<file path="src/rtl/div_mon_pkg.sv">
// Shared types and defaults for the divided-clock monitor.
// Optional duty-cycle qualification is selected by DUTY_CHECK_EN in div_clk_monitor.
package div_mon_pkg;

  typedef enum logic [1:0] {
    IDLE   = 2'd0,
    TRACK  = 2'd1,
    LOCKED = 2'd2
  } state_e;

  localparam int DEF_EXP_DIV  = 6;
  localparam int DEF_TOL      = 0;
  localparam int DEF_LOCK_CNT = 4;
  localparam int DEF_TIMEOUT  = 12;
  localparam int DEF_CNT_W    = 8;

  // Lower tolerance bound clamped at zero so unsigned compares never wrap.
  function automatic int floor_sub(input int a, input int b);
    if (a > b) begin
      return a - b;
    end else begin
      return 0;
    end
  endfunction

endpackage

</file>
<file path="src/rtl/sync_edge_det.sv">
// Two-flop synchronizer with history flop; emits synchronized level and
// single-cycle rise/fall pulses for any asynchronous single-bit input.
module sync_edge_det (
  input  logic sys_clk,
  input  logic sys_rst_n,
  input  logic async_in,
  output logic level,
  output logic rise,
  output logic fall
);

  logic s1_r;
  logic s2_r;
  logic s3_r;

  // Synchronizer chain plus one history stage for edge detection.
  always_ff @(posedge sys_clk or negedge sys_rst_n) begin
    if (!sys_rst_n) begin
      s1_r <= 1'b0;
      s2_r <= 1'b0;
      s3_r <= 1'b0;
    end else begin
      s1_r <= async_in;
      s2_r <= s1_r;
      s3_r <= s2_r;
    end
  end

  assign level = s2_r;
  assign rise  = s2_r & ~s3_r;
  assign fall  = ~s2_r & s3_r;

endmodule

</file>
<file path="src/rtl/div_clk_monitor.sv">
// Measures period/high time of a divided clock in sys_clk cycles, tracks lock
// and flags errors and stalls. Define DUTY_CHECK_EN to also qualify duty cycle.
module div_clk_monitor
  import div_mon_pkg::*;
#(
  parameter int EXP_DIV  = DEF_EXP_DIV,
  parameter int TOL      = DEF_TOL,
  parameter int LOCK_CNT = DEF_LOCK_CNT,
  parameter int TIMEOUT  = DEF_TIMEOUT,
  parameter int CNT_W    = DEF_CNT_W
) (
  input  logic             sys_clk,
  input  logic             sys_rst_n,
  input  logic             clk_in,
  output logic [CNT_W-1:0] period,
  output logic [CNT_W-1:0] high_time,
  output logic             period_vld,
  output logic             locked,
  output logic             err,
  output logic             timeout
);

  localparam logic [CNT_W-1:0] CNT_MAX = {CNT_W{1'b1}};
  localparam logic [CNT_W-1:0] CNT_ONE = {{(CNT_W-1){1'b0}}, 1'b1};
  localparam logic [CNT_W-1:0] CNT_ZRO = {CNT_W{1'b0}};
  localparam logic [CNT_W-1:0] PER_LO  = CNT_W'(floor_sub(EXP_DIV, TOL));
  localparam logic [CNT_W-1:0] PER_HI  = CNT_W'(EXP_DIV + TOL);
  localparam logic [CNT_W-1:0] LOCK_C  = CNT_W'(LOCK_CNT);
  localparam logic [CNT_W-1:0] TO_C    = CNT_W'(TIMEOUT);
`ifdef DUTY_CHECK_EN
  localparam logic [CNT_W-1:0] DUTY_LO = CNT_W'(floor_sub(EXP_DIV / 2, TOL));
  localparam logic [CNT_W-1:0] DUTY_HI = CNT_W'((EXP_DIV / 2) + TOL);
`endif

  logic             level_s;
  logic             rise_s;
  logic             fall_s;
  logic             match_s;
  logic             period_ok_s;
  logic [CNT_W-1:0] mcnt_inc_s;
  logic [CNT_W-1:0] mcnt_nxt_s;
  logic             vld_nxt_s;
  logic             err_nxt_s;
  logic             to_nxt_s;
  state_e           state_nxt_s;

  state_e           state_r;
  logic [CNT_W-1:0] pcnt_r;
  logic [CNT_W-1:0] hcnt_r;
  logic [CNT_W-1:0] mcnt_r;
  logic [CNT_W-1:0] period_r;
  logic [CNT_W-1:0] high_time_r;
  logic             period_vld_r;
  logic             locked_r;
  logic             err_r;
  logic             timeout_r;

  sync_edge_det u_sync (
    .sys_clk   (sys_clk),
    .sys_rst_n (sys_rst_n),
    .async_in  (clk_in),
    .level     (level_s),
    .rise      (rise_s),
    .fall      (fall_s)
  );

  // Period/duty qualification of the measurement ending at this rise.
  always_comb begin
    period_ok_s = (pcnt_r >= PER_LO) && (pcnt_r <= PER_HI);
`ifdef DUTY_CHECK_EN
    match_s = period_ok_s && (high_time_r >= DUTY_LO) && (high_time_r <= DUTY_HI);
`else
    match_s = period_ok_s;
`endif
  end

  // Saturating increment for the consecutive-match counter.
  always_comb begin
    if (mcnt_r == CNT_MAX) begin
      mcnt_inc_s = mcnt_r;
    end else begin
      mcnt_inc_s = mcnt_r + CNT_ONE;
    end
  end

  // Lock FSM next state; a rise always takes precedence over the stall check.
  always_comb begin
    state_nxt_s = state_r;
    mcnt_nxt_s  = mcnt_r;
    vld_nxt_s   = 1'b0;
    err_nxt_s   = 1'b0;
    to_nxt_s    = 1'b0;
    case (state_r)
      IDLE: begin
        if (rise_s) begin
          state_nxt_s = TRACK;
          mcnt_nxt_s  = CNT_ZRO;
        end else begin
          state_nxt_s = IDLE;
        end
      end
      TRACK: begin
        if (rise_s) begin
          vld_nxt_s = 1'b1;
          if (match_s) begin
            mcnt_nxt_s = mcnt_inc_s;
            if (mcnt_inc_s >= LOCK_C) begin
              state_nxt_s = LOCKED;
            end else begin
              state_nxt_s = TRACK;
            end
          end else begin
            mcnt_nxt_s = CNT_ZRO;
          end
        end else if (pcnt_r == TO_C) begin
          to_nxt_s    = 1'b1;
          mcnt_nxt_s  = CNT_ZRO;
          state_nxt_s = IDLE;
        end else begin
          state_nxt_s = TRACK;
        end
      end
      LOCKED: begin
        if (rise_s) begin
          vld_nxt_s = 1'b1;
          if (match_s) begin
            state_nxt_s = LOCKED;
          end else begin
            err_nxt_s   = 1'b1;
            mcnt_nxt_s  = CNT_ZRO;
            state_nxt_s = TRACK;
          end
        end else if (pcnt_r == TO_C) begin
          to_nxt_s    = 1'b1;
          mcnt_nxt_s  = CNT_ZRO;
          state_nxt_s = IDLE;
        end else begin
          state_nxt_s = LOCKED;
        end
      end
      default: begin
        state_nxt_s = IDLE;
        mcnt_nxt_s  = CNT_ZRO;
      end
    endcase
  end

  // FSM state and registered status pulses.
  always_ff @(posedge sys_clk or negedge sys_rst_n) begin
    if (!sys_rst_n) begin
      state_r      <= IDLE;
      mcnt_r       <= CNT_ZRO;
      period_vld_r <= 1'b0;
      locked_r     <= 1'b0;
      err_r        <= 1'b0;
      timeout_r    <= 1'b0;
    end else begin
      state_r      <= state_nxt_s;
      mcnt_r       <= mcnt_nxt_s;
      period_vld_r <= vld_nxt_s;
      locked_r     <= (state_nxt_s == LOCKED);
      err_r        <= err_nxt_s;
      timeout_r    <= to_nxt_s;
    end
  end

  // Period and high-phase counters, both restarting at 1 on every rise.
  always_ff @(posedge sys_clk or negedge sys_rst_n) begin
    if (!sys_rst_n) begin
      pcnt_r <= CNT_ZRO;
      hcnt_r <= CNT_ZRO;
    end else begin
      if (rise_s) begin
        pcnt_r <= CNT_ONE;
        hcnt_r <= CNT_ONE;
      end else begin
        if (pcnt_r != CNT_MAX) begin
          pcnt_r <= pcnt_r + CNT_ONE;
        end else begin
          pcnt_r <= pcnt_r;
        end
        if (level_s && (hcnt_r != CNT_MAX)) begin
          hcnt_r <= hcnt_r + CNT_ONE;
        end else begin
          hcnt_r <= hcnt_r;
        end
      end
    end
  end

  // Measurement capture; the first rise after IDLE has no valid period yet.
  always_ff @(posedge sys_clk or negedge sys_rst_n) begin
    if (!sys_rst_n) begin
      period_r    <= CNT_ZRO;
      high_time_r <= CNT_ZRO;
    end else begin
      if (rise_s && (state_r != IDLE)) begin
        period_r <= pcnt_r;
      end else begin
        period_r <= period_r;
      end
      if (fall_s) begin
        high_time_r <= hcnt_r;
      end else begin
        high_time_r <= high_time_r;
      end
    end
  end

  assign period     = period_r;
  assign high_time  = high_time_r;
  assign period_vld = period_vld_r;
  assign locked     = locked_r;
  assign err        = err_r;
  assign timeout    = timeout_r;

endmodule
</file>
<file path="config.mk">
export PLATFORM = sky130hd
export DESIGN_NAME = div_clk_monitor
export DESIGN_NICKNAME = d
export VERILOG_FILES = /design/src/rtl/div_mon_pkg.sv /design/src/rtl/sync_edge_det.sv /design/src/rtl/div_clk_monitor.sv
export SDC_FILE = /design/constraint.sdc
export NUM_CORES = 1
export LEC_CHECK = 0
export ABC_AREA = 0
export BUFFER_PORTS_ARGS = -buffer_cell sky130_fd_sc_hd__clkbuf_2
export CORE_AREA = 2 2 93 95
export DETAILED_ROUTE_END_ITERATION = 10
export DIE_AREA = 0 0 95 97
export SLEW_MARGIN = 40
export SYNTH_ARGS = -nofsm -noshare
export SYNTH_HDL_FRONTEND = slang
export SYNTH_SLANG_ARGS = --single-unit
</file>
<file path="constraint.sdc">
create_clock -name sys_clk -period 2.8 [get_ports sys_clk]
set_input_delay 0.28 -clock sys_clk [delete_from_list [all_inputs] [get_ports sys_clk]]
set_output_delay 0.28 -clock sys_clk [all_outputs]
set_load 0.05 [all_outputs]
</file>
### Yosys cells after proc, flatten, opt, wreduce, memory -nomap -nowiden

Index checks and enable logic that the tools add are counted.

* $add $sub $neg: 3
* $lt $le $gt $ge: 3
* equal/unequal tests: 9
* multiplexer cells: 29
* bitwise logic cells: 4
* reduce and logical (&&, ||, !) cells: 9

Operators with widths (count)
* $mux W8: 11
* $add A8 B1 Y8 const B: 3
* $pmux W8 S3: 1
* $ge A8 B3 Y1 const B: 2
* $ne A8 B8 Y1 const B: 2
* $mux W2: 6
* $mux W1: 10
* $eq A8 B4 Y1 const B: 1
* $eq A8 B8 Y1 const B: 1
* $le A8 B3 Y1 const B: 1
* $pmux W2 S3: 1
* $reduce_bool A2 Y1: 3
* $eq A2 B2 Y1 const B: 2
* $logic_and A1 B1 Y1: 3
* $ne A3 B3 Y1 const B: 1
* $and A1 B1 Y1: 2
* $eq A2 B1 Y1 const B: 1
* $logic_not A2 Y1: 1
* $ne A2 B2 Y1 const B: 1
* $not A1 Y1: 2
* $reduce_and A2 Y1: 1
* $reduce_or A2 Y1: 1

* bits in registers: 49
* bits of input ports: 3
* output and inout port bits: 20
* word-level logic and storage cells: 70

### Longest topological paths before layout

* depth in word-level cells: 8
* mapped depth: 9
* depth with buffers taken out: 7

### By module

Synthesis repeated with hierarchy kept, for this count alone.

* cell total of the unflattened synthesis: 249
* area, all modules: 2479.9 um2

By module, submodules not included
* div_clk_monitor: instances 1, cells an instance 244, area each 2389.8 um2, seq. area each 1151.1 um2
* sync_edge_det: instances 1, cells an instance 5, area each 90.1 um2, seq. area each 75.1 um2

### Worst setup path before layout

No wires, ideal clock.

* path kind: reg2reg
* start point: reg pcnt_r[5]
* end point: reg mcnt_r[6]
* setup time: 0.077 ns
* arrival time: 2.145 ns
* data required time: 2.723 ns
* slack: 0.578 ns
* stages on the path, launching flop included: 8
* buffers on the path: 2
* clock period less this slack: 2.222 ns
* cell sequence: dfrtp_1 or4_4 or3_1 buf_6 nor4b_4 buf_6 nand2_1 a21oi_1

* cells in the longest elaborated chain, start to end: 5
* elaborated cells on any way between the ends: 11
* those cells by class: 2 x order compare; 2 x eq/ne; 5 x mux; 2 x reduce/logical

Ends and longest elaborated chain
* start: declaration: RTL line div_clk_monitor.sv:48 `logic [CNT_W-1:0] pcnt_r;`
* start signal: assignment: RTL line div_clk_monitor.sv:178 `pcnt_r <= pcnt_r + CNT_ONE;`
* start signal: assignment: RTL line div_clk_monitor.sv:180 `pcnt_r <= pcnt_r;`
* $ge A8 B3 Y1 or $le A8 B3 Y1 (tied branches): RTL line div_clk_monitor.sv:69 `period_ok_s = (pcnt_r >= PER_LO) && (pcnt_r <= PER_HI);`
* $logic_and A1 B1 Y1: RTL line div_clk_monitor.sv:69
* $mux W8: RTL line div_clk_monitor.sv:105 `if (match_s) begin`
* $mux W8: RTL line div_clk_monitor.sv:103 `if (rise_s) begin`
* $pmux W8 S3: RTL line div_clk_monitor.sv:93 `case (state_r)`
* end signal: assignment: RTL line div_clk_monitor.sv:159 `mcnt_r <= mcnt_nxt_s;`
* end: declaration: RTL line div_clk_monitor.sv:50 `logic [CNT_W-1:0] mcnt_r;`

Several ways; a longest one is shown, not always the timed one.
A chain may end at the register's enable or synchronous reset.

### Final worst setup path

* start point: reg pcnt_r[5]
* end point: reg mcnt_r[2]

Same word-level chain as after synthesis.

==> results_dict.tcl <==
set metrics [dict create \
    run_status "complete, no violations" \
    vdd_drop_max_mv 0.410 \
    ys_seq_area_share_pct 50.5 \
    synthArstFlopShare_pct 100 \
    max_freq_mhz 391 \
    drc 0 \
    cts.repair.resized 0 \
    power.leakage_nw 1.25 \
    antenna_cells 0 \
    dr.pass1.iters 4 \
    tns_ps 0 \
    die_h_um 97 \
    die_area_um2 9220 \
    ys_warn_count 0 \
    ys_seq_elements 49 \
    rows 33 \
    grt_first_pass_wirelength_um 8160 \
    layout.nets 264 \
    root_buffer "clkbuf_8" \
    area_delta_synth_final_pct 13.0 \
    period_needed_ps 2560 \
    antenna_left 0 \
    totalWireLength_um 4580 \
    hold_viol 0 \
    drv_slew 0 \
    grt_max_degree 29 \
    finClkSkew_ps 3.28 \
    vias_per_cell 4.91 \
    path_class "reg2reg" \
    ys_top_cells_by_area "dfrtp_1, mux2_2, ha_1" \
    yosys.cell_count.top_type "dfrtp_1" \
    syn_area_um2 2430 \
    slew_headroom_pct 52.6 \
    synth_edf_count 0 \
    ys.flop_type "dfrtp_1" \
    finalCritPeriodShare_pct 91.4 \
    syn_nets 239 \
    hold_class "in2reg" \
    critical_path_arrival_ps 2780 \
    cp-end-kind "flip-flop" \
    grt_pass1_vias 1737 \
    routedWlPerCell_um 12.8 \
    hold_ws_ps 91.7 \
    cts.sinks 49 \
    yosysTopAreaCellShare_pct 50.5 \
    drt_iter0_markers 104 \
    grt_setup_unrepaired "false" \
    synthTopCellsByCount "dfrtp_1, nand2_1, a21oi_1" \
    fillCellCount 812 \
    startpoint_type "flip-flop" \
    synthCells 227 \
    grt_use_total_pct 10.9 \
    initial_utilization_pct 29.9 \
    layout-drive-gt1-share_pct 22.1 \
    antenna_found_initial 0 \
    io_pins 23 \
    num_vias 1756 \
    power.total_w 0.00190 \
    cts.clk_slew.worst_paths_ps 80 \
    crit_required_ps 3020 \
    cts_setup_buffers 0 \
    path_max_fanout 10 \
    io_buffers 22 \
    htreeDepth 2 \
    worstMarginPinSlew_ps 708 \
    setup_viol 0 \
    yosysUniqueCellTypes 45 \
    tritoncts "done" \
    cts_buffers 5 \
    synth_top_cell_by_area "dfrtp_1" \
    clock_path_buffers 2 \
    p_per_area_nw_per_um2 694 \
    grt-ovfl-total 0 \
    avgSynthCellArea_um2 10.7 \
    core_area_um2 8130 \
    worstSkewPairLatency_ps 290 \
    die_w_um 95 \
    routabilityCongestion 0.818 \
    hpwlAfterDp_um 3320 \
    cap_violations 0 \
]
## cell families (layout without fill, tap and decap cells)
family,after synthesis,count (layout),share of synthesized area [%]
xor+xnor,9,9,3.24
mux,16,16,7.41
fa+ha+maj,9,9,4.63
buf+inv,15,41,2.94
compound gates,51,51,13.7
simple gates,78,78,17.6
flops,49,49,50.5
## power breakdown
group / internal [W] / total, W / switching (W)
logic: 0.000202 / 0.000607 / 0.000406
clock network: 0.000173 / 0.000396 / 0.000223
registers: 0.000806 / 0.000902 / 0.0000956
total: 0.00118 / 0.00190 / 0.000724
## per-stage QoR
step                      area, µm²  worst slack [ps]  util [%]  instances
after floorplan                2430               578         -        227
after global placement         2650               312      32.6        349
after detailed placement       2650               256      32.6        349
after CTS                      2750               238      33.7        358
after global routing           2750              64.1      33.7        358
final                          2750               240      33.7        358
## sequential cells by signal, indices dropped and copies added, names as in the netlist
name,flops
period,8
mcnt_r,8
u_sync.level,1
locked,1
u_sync.s3_r,1
state_r,2
period_vld,1
hcnt_r,8
pcnt_r,8
err,1
u_sync.s1_r,1
high_time,8
timeout,1
## timing repair
action	4_1_cts	5_1_grt
endpoints found under the hold margin	21	0
hold buffers	1	0
endpoints found under the setup margin	0	0
## metal layers
layer	part of all wire [%]	global-route usage, %	vias to the layer above
li1	-	-	870
met1	47	14.8	850
met2	48	16.9	34
met3	4.2	2.96	2
met4	0.76	3.12	0
met5	0	0	-
## worst max-delay path, cell delays in order, from the launching register on
cell	delay, ps
dfrtp_1	450
or4_4	570
or3_1	500
nor4b_4	540
buf_4	240
o21ai_2	50
a21oi_1	130
## cells in the final DEF (no fill, tap or decap), types with 2 or more instances in the layout
| master | netlist | routed |
|---|---|---|
| dfrtp_1 | 49 | 49 |
| clkbuf_2 | 0 | 22 |
| nand2_1 | 18 | 18 |
| a21oi_1 | 17 | 17 |
| mux2_2 | 16 | 16 |
| nand3_1 | 14 | 14 |
| nor2_1 | 10 | 10 |
| ha_1 | 9 | 9 |
| inv_1 | 7 | 7 |
| and3_1 | 7 | 7 |
| xnor2_1 | 6 | 6 |
| a31oi_1 | 6 | 6 |
| o21ai_0 | 6 | 6 |
| nor3_1 | 6 | 6 |
| clkbuf_8 | 0 | 5 |
| nand2b_1 | 4 | 4 |
| nand4_1 | 4 | 4 |
| o21a_1 | 3 | 3 |
| o21ai_2 | 3 | 3 |
| xor2_1 | 3 | 3 |
| buf_4 | 0 | 3 |
| nor2b_1 | 2 | 2 |
| or3_1 | 2 | 2 |
| a21o_1 | 2 | 2 |
| a2bb2oi_1 | 2 | 2 |
| and2_1 | 2 | 2 |
| nor3b_1 | 2 | 2 |
| clkinv_2 | 0 | 2 |
## final timing paths
check,start,end,slack (ps),cells after the start
hold / removal,clk_in,u_sync.s1_r$_DFF_PN0_,90,1
min in group asynchronous,sys_rst_n,pcnt_r[3]$_DFFE_PN0P_,500,2
setup / recovery,pcnt_r[5]$_DFFE_PN0P_,mcnt_r[2]$_DFFE_PN0P_,240,6
hold reg to reg,u_sync.s1_r$_DFF_PN0_,u_sync.level$_DFF_PN0_,370,0
setup reg to reg,pcnt_r[5]$_DFFE_PN0P_,mcnt_r[2]$_DFFE_PN0P_,240,6
max in group asynchronous,sys_rst_n,mcnt_r[0]$_DFFE_PN0P_,1560,3
## final cells by class
cell class,instances,area (µm²),area share (%)
timing repair buffer,26,143,5.20
clock buffer,5,68.8,2.51
clock inverter,3,17.5,0.638
sequential,49,1230,44.7
tap,105,131,4.79
inverter,7,26.3,0.957
multi-input combinational,163,1130,41.2
Note: power is estimated with default switching activity, not from simulation.
